### src/rtl/rom_phase_reader_pkg.sv
// Shared memory helpers for the dual-port ROM wavetable readers.
// Address-width derivation and quadrature offset folding live here so every user agrees on them.
package rom_phase_reader_pkg;

  function automatic int unsigned addr_width(input int unsigned depth);
    return $clog2(depth);
  endfunction

  // Port B offset folded into the table range so wrap happens in address bits.
  function automatic int unsigned quad_offset_mod(input int unsigned offset,
                                                  input int unsigned depth);
    return offset % depth;
  endfunction

  function automatic bit depth_is_valid(input int unsigned depth);
    return (depth >= 4) && ((depth & (depth - 1)) == 0);
  endfunction

endpackage

### src/rtl/rom_phase_accumulator.sv
// Phase accumulator for the wavetable reader: load/increment on issue cycles,
// derives the port A (sin) and port B (cos, quarter-table ahead) ROM addresses.
module rom_phase_accumulator
  import rom_phase_reader_pkg::*;
#(
  parameter int unsigned Depth        = 1024,
  parameter int unsigned PhaseWidth   = 32,
  parameter int unsigned QuadOffset   = Depth / 4,
  parameter int unsigned AddressWidth = addr_width(Depth)
) (
  input  logic                    clk,
  input  logic                    rst_n,
  input  logic                    issue,
  input  logic                    enable,
  input  logic                    load,
  input  logic [PhaseWidth-1:0]   load_value,
  input  logic [PhaseWidth-1:0]   phase_inc,
  output logic [AddressWidth-1:0] addr_a,
  output logic [AddressWidth-1:0] addr_b
);

  localparam logic [AddressWidth-1:0] QuadAddr =
    AddressWidth'(quad_offset_mod(QuadOffset, Depth));

  logic [PhaseWidth-1:0] phase_q;
  logic [PhaseWidth-1:0] phase_d;

  // A load pending outside an issue cycle is dropped; the caller holds it.
  always_comb begin
    phase_d = phase_q;
    if (issue) begin
      if (load) begin
        phase_d = load_value;
      end else if (enable) begin
        phase_d = phase_q + phase_inc;
      end
    end
  end

  always_ff @(posedge clk or negedge rst_n) begin
    if (!rst_n) begin
      phase_q <= '0;
    end else begin
      phase_q <= phase_d;
    end
  end

  assign addr_a = phase_q[PhaseWidth-1 -: AddressWidth];
  assign addr_b = addr_a + QuadAddr;

endmodule

### src/rtl/rom_phase_reader.sv
// Quadrature wavetable reader: drives both ROM ports from one phase accumulator
// and presents the captured sin/cos pair as a valid/ready stream without loss.
module rom_phase_reader
  import rom_phase_reader_pkg::*;
#(
  parameter int unsigned Width        = 16,
  parameter int unsigned Depth        = 1024,
  parameter int unsigned PhaseWidth   = 32,
  parameter int unsigned QuadOffset   = Depth / 4,
  parameter int unsigned AddressWidth = addr_width(Depth)
) (
  input  logic                    ipClk,
  input  logic                    ipReset,
  input  logic                    ipEnable,
  input  logic [PhaseWidth-1:0]   ipPhaseInc,
  input  logic                    ipPhaseLoad,
  input  logic [PhaseWidth-1:0]   ipPhaseValue,
  output logic                    opRomClkEnable,
  output logic [AddressWidth-1:0] opRomAddress_A,
  output logic [AddressWidth-1:0] opRomAddress_B,
  input  logic [Width-1:0]        ipRomData_A,
  input  logic [Width-1:0]        ipRomData_B,
  output logic                    opValid,
  input  logic                    ipReady,
  output logic [Width-1:0]        opSin,
  output logic [Width-1:0]        opCos
);

  logic             s1_valid_q;
  logic             s1_valid_d;
  logic             valid_q;
  logic             valid_d;
  logic [Width-1:0] sin_q;
  logic [Width-1:0] sin_d;
  logic [Width-1:0] cos_q;
  logic [Width-1:0] cos_d;
  logic             load_out;
  logic             issue;

  // The ROM output itself is the stage-1 buffer: gating its clock enable
  // freezes the address, so stalled data simply waits on the ROM pins.
  assign load_out       = s1_valid_q & (~valid_q | ipReady);
  assign issue          = ~s1_valid_q | load_out;
  assign opRomClkEnable = issue;

  rom_phase_accumulator #(
    .Depth        (Depth),
    .PhaseWidth   (PhaseWidth),
    .QuadOffset   (QuadOffset),
    .AddressWidth (AddressWidth)
  ) u_acc (
    .clk        (ipClk),
    .rst_n      (ipReset),
    .issue      (issue),
    .enable     (ipEnable),
    .load       (ipPhaseLoad),
    .load_value (ipPhaseValue),
    .phase_inc  (ipPhaseInc),
    .addr_a     (opRomAddress_A),
    .addr_b     (opRomAddress_B)
  );

  always_comb begin
    s1_valid_d = s1_valid_q;
    valid_d    = valid_q;
    sin_d      = sin_q;
    cos_d      = cos_q;
    if (issue) begin
      s1_valid_d = ipEnable;
    end
    if (load_out) begin
      valid_d = 1'b1;
      sin_d   = ipRomData_A;
      cos_d   = ipRomData_B;
    end else if (ipReady) begin
      valid_d = 1'b0;
    end
  end

  always_ff @(posedge ipClk or negedge ipReset) begin
    if (!ipReset) begin
      s1_valid_q <= 1'b0;
      valid_q    <= 1'b0;
      sin_q      <= '0;
      cos_q      <= '0;
    end else begin
      s1_valid_q <= s1_valid_d;
      valid_q    <= valid_d;
      sin_q      <= sin_d;
      cos_q      <= cos_d;
    end
  end

  assign opValid = valid_q;
  assign opSin   = sin_q;
  assign opCos   = cos_q;

endmodule

### config.mk
export PLATFORM = sky130hd
export DESIGN_NAME = rom_phase_reader
export DESIGN_NICKNAME = d
export VERILOG_FILES = /design/src/rtl/rom_phase_reader_pkg.sv /design/src/rtl/rom_phase_accumulator.sv /design/src/rtl/rom_phase_reader.sv
export SDC_FILE = /design/constraint.sdc
export NUM_CORES = 1
export LEC_CHECK = 0
export ABC_AREA = 1
export ABC_CLOCK_PERIOD_IN_PS = 2000
export BUFFER_PORTS_ARGS = -buffer_cell sky130_fd_sc_hd__buf_2
export CELL_PAD_IN_SITES_DETAIL_PLACEMENT = 2
export CELL_PAD_IN_SITES_GLOBAL_PLACEMENT = 2
export CORE_MARGIN = 2
export CORE_UTILIZATION = 25
export CTS_CLUSTER_SIZE = 10
export DETAILED_ROUTE_END_ITERATION = 12
export MAX_ROUTING_LAYER = met4
export PLACE_DENSITY_LB_ADDON = 0.25
export REMOVE_ABC_BUFFERS = 1
export SLEW_MARGIN = 20
export SYNTH_ARGS = -nofsm -noshare
export SYNTH_HDL_FRONTEND = slang
export SYNTH_SLANG_ARGS = --single-unit
### constraint.sdc
create_clock -name ipClk -period 2 [get_ports ipClk]
set_clock_uncertainty 0.2 [all_clocks]
set_input_delay 0.2 -clock ipClk [delete_from_list [all_inputs] [get_ports ipClk]]
set_output_delay 0.2 -clock ipClk [all_outputs]
set_load 0.01 [all_outputs]
==> results_dict.tcl <==
set metrics [dict create \
    outcome "complete, but fails checks" \
    post-route-period-util_pct 116 \
    fin_setup_tns_ns -3.22 \
    multiInputGateArea_sq_um 4280 \
    max_slew_margin_pct 64.2 \
    layout_common_cells "175 x nand2_1, 154 x buf_2, 98 x inv_1, 81 x nand2_2, 78 x buf_4" \
    final.min_clock_period_ns 2.32 \
    ys_seq_area_share_pct 31.1 \
    critPathRequiredTime_ns 2.08 \
    antenna_found_initial 2 \
    fillers 2382 \
    detailedPlacementHpwl_um 16400 \
    groute.usage.overall_pct 21.9 \
    synth-warning-count 0 \
    floorplan.die_area_sq_um 22400 \
    static-leakage-power_nw 4.69 \
    cp_data_arrival_time_ns 2.40 \
    post_drt_via_cell_ratio 4.65 \
    sum_of_buffers_and_inverters_on_the_critical_path 1 \
    worstRegToRegCells 11 \
    grt_pass1_wl_um 36800 \
    chipHeight_um 150 \
    first_pass_iteration_count_of_the_detailed_router 4 \
    clk_pin_slew_worst_paths_ns 0.07 \
    synthToLayoutAreaGrowth_pct 73.7 \
    crit_path_cell_trace "ha_4, buf_12, nand2_1, nor2_2, nand2_2, nand3_2, nand2_2, nand2_4, xor2_1, nand2_1, a21oi_2" \
    final-setup-viol-count 26 \
    cp_max_delay_cell "dfrtp_1" \
    max_cap_viol_count 0 \
    h_tree_depth 3 \
    layout.nets 1208 \
    hold_class "input port to register" \
    worstPathMaxFanout 3 \
    port-buffer-count 154 \
    core_region_area_sq_um 21000 \
    globalplace.congestion 0.791 \
    antenna_left 0 \
    synth_seq_cells 66 \
    layout.cells.most_common "nand2_1" \
    cts_made_buffers 9 \
    final_util_pct 44.1 \
    worst_ir_drop_vdd_uv 481 \
    whs_ns -0.0140 \
    yosys.cell_types.count 36 \
    drive_above_1_share_pct 51.2 \
    clkSinkCount 66 \
    floorplan.die.width_um 150 \
    maximum_number_of_pins_on_one_net_before_global_route_repair 67 \
    wirelength_um 27300 \
    floorplan.initialDensity_pct 25.4 \
    crit_path_start_kind "register" \
    drtIter0Drc 174 \
    synth.largest_area_cell "dfrtp_1" \
    timing_worst_slew_pin_value_ns 0.535 \
    worst-path-stages 11 \
    netlist_area_sq_um 5320 \
    core.rowCount 53 \
    syn-mean-instance-area_sq_um 6.71 \
    kind_of_critical_path "register to register" \
    cp_slowest_stage_delay_ns 0.43 \
    worst_skew_pair.late_latency_ns 0.35 \
    synth_top_area_share_pct 31.1 \
    violations_in_the_final_reports "hold timing, setup timing" \
    critPathCaptureType "register" \
    design.portCount 155 \
    cts.root.buffer_cell "clkbuf_16" \
    avgRoutedWirePerCell_um 20.1 \
    cts_tree "done" \
    p_per_area_nw_per_um2 1160 \
    layout.area.seq_sq_um 1650 \
    synthCells 792 \
    remaining_drc_errors 0 \
    worst_slack_ns -0.323 \
    fmax_ghz 0.431 \
    hold_violations 1 \
    path_delay_family "simple AND/OR/NAND/NOR gates" \
    vias 6312 \
    synth_area_leaders "dfrtp_1 31%, nand2_1 19%, inv_1 8.0%" \
    grt_pass1_vias 6962 \
    slew_violations 0 \
    globalRouteOverflowTotal 0 \
    rsz0062_at_grt "true" \
    worst_hold_depth 3 \
    clockBufferDepth 2 \
    dp_worst_setup_slack_ns -0.339 \
]
[path summary, 6_finish.rpt]
path | slack, ns | end | start
setup / recovery | -0.32 | u_acc.phase_q[14]$_DFFE_PN0P_ | u_acc.phase_q[3]$_DFFE_PN0P_
hold / removal | -0.01 | u_acc.phase_q[10]$_DFFE_PN0P_ | ipPhaseValue[10]
setup reg to reg | -0.32 | u_acc.phase_q[14]$_DFFE_PN0P_ | u_acc.phase_q[3]$_DFFE_PN0P_
hold reg to reg | 0.30 | opCos[5]$_DFFE_PN0P_ | opCos[5]$_DFFE_PN0P_
max in group asynchronous | 1.06 | opSin[10]$_DFFE_PN0P_ | ipReset
min in group asynchronous | 0.21 | opCos[13]$_DFFE_PN0P_ | ipReset
[power by group]
part	total, mW	internal (mW)	switching (mW)
combinational	6.96	3.04	3.91
sequential	1.97	1.67	0.309
clock	1.75	0.978	0.776
[layout make-up]
class	instances	share of cell area (%)
Multi-Input combinational cell	570	46.4
Timing Repair Buffer	306	23.6
Sequential cell	66	17.9
Inverter	122	5.07
Tap cell	275	3.73
Clock buffer	9	2.44
Clock inverter	7	0.827
Antenna cell	2	0.0542
[tightest hold or removal path: stages]
cell and delay [ns]:
buf_2 0.08, a21oi_1 0.07, a21oi_2 0.15
[layer usage]
| layer | global-route usage (%) | wire length (um) | share of wire (%) | vias up |
|---|---|---|---|---|
| met5 | - | 0 | 0 | - |
| met4 | 4.67 | 543 | 2.0 | 0 |
| met3 | 2.93 | 990 | 3.6 | 31 |
| met2 | 37.9 | 14000 | 51 | 161 |
| met1 | 27.4 | 11800 | 43 | 3114 |
| li1 | - | - | - | 3006 |
[cells in the mapped netlist]
| library cell | instances |
|---|---|
| clkbuf_4 | 1 |
| buf_1 | 2 |
| a21oi_2 | 3 |
| nand2_4 | 1 |
| buf_2 | 9 |
| nand3_2 | 2 |
| o21ai_0 | 6 |
| nand2_1 | 273 |
| xnor2_1 | 5 |
| mux2_2 | 32 |
| a31oi_1 | 2 |
| nor2_4 | 1 |
| inv_2 | 5 |
| nor2_1 | 81 |
| inv_1 | 114 |
| fa_1 | 1 |
| dfrtp_1 | 66 |
| nand3_1 | 44 |
| o21a_1 | 3 |
| clkbuf_1 | 4 |
| xor2_1 | 7 |
| nand4_1 | 3 |
| nor3_1 | 2 |
| buf_4 | 18 |
| nor3_2 | 1 |
| ha_1 | 31 |
| o21ai_1 | 4 |
| xor2_2 | 1 |
| or2_1 | 1 |
| and2_0 | 1 |
| nand2_2 | 10 |
| a21oi_1 | 47 |
| nor2_2 | 4 |
| o21bai_1 | 3 |
| a21o_1 | 1 |
| clkinv_1 | 3 |
[stage by stage]
step                      instance area [sq um]  hold slack [ns]  power, mW  std cells
after floorplan                            5110           -0.296       4.43        758
after global placement                     6820           0.0647       6.29       1258
after detailed placement                   6820           0.0643       6.43       1258
after CTS                                  8370        0.0000762       9.11       1336
after global routing                       9230          0.00606       11.4       1357
final                                      9230          -0.0140       10.7       1357
[flip-flops by register name (all words and copies together), names as in the netlist]
register       flops
opCos             16
u_acc.phase_q     32
s1_valid_q         1
opValid            1
opSin             16
[cell families after synthesis]
group	count (synthesis)	share of synthesized area, %
AOI/OAI and AO/OA	69	7.08
xor gates and xnor gates	13	2.28
adders and majority gates	32	7.67
buffers and inverters	156	12.6
DFF	66	31.1
muxes	32	6.78
and+or+nand+nor	424	32.5
[timing repair]
| action | 4_1_cts | 5_1_grt |
|---|---|---|
| setup endpoints to repair | 27 | 32 |
| hold buffers | 58 | 0 |
| setup buffers | 4 | 20 |
| endpoints found under the hold margin | 123 | 0 |
| pin swaps | 26 | 77 |
| gates resized for setup | 122 | 186 |
No activity file was read; power rests on OpenSTA's default activity.
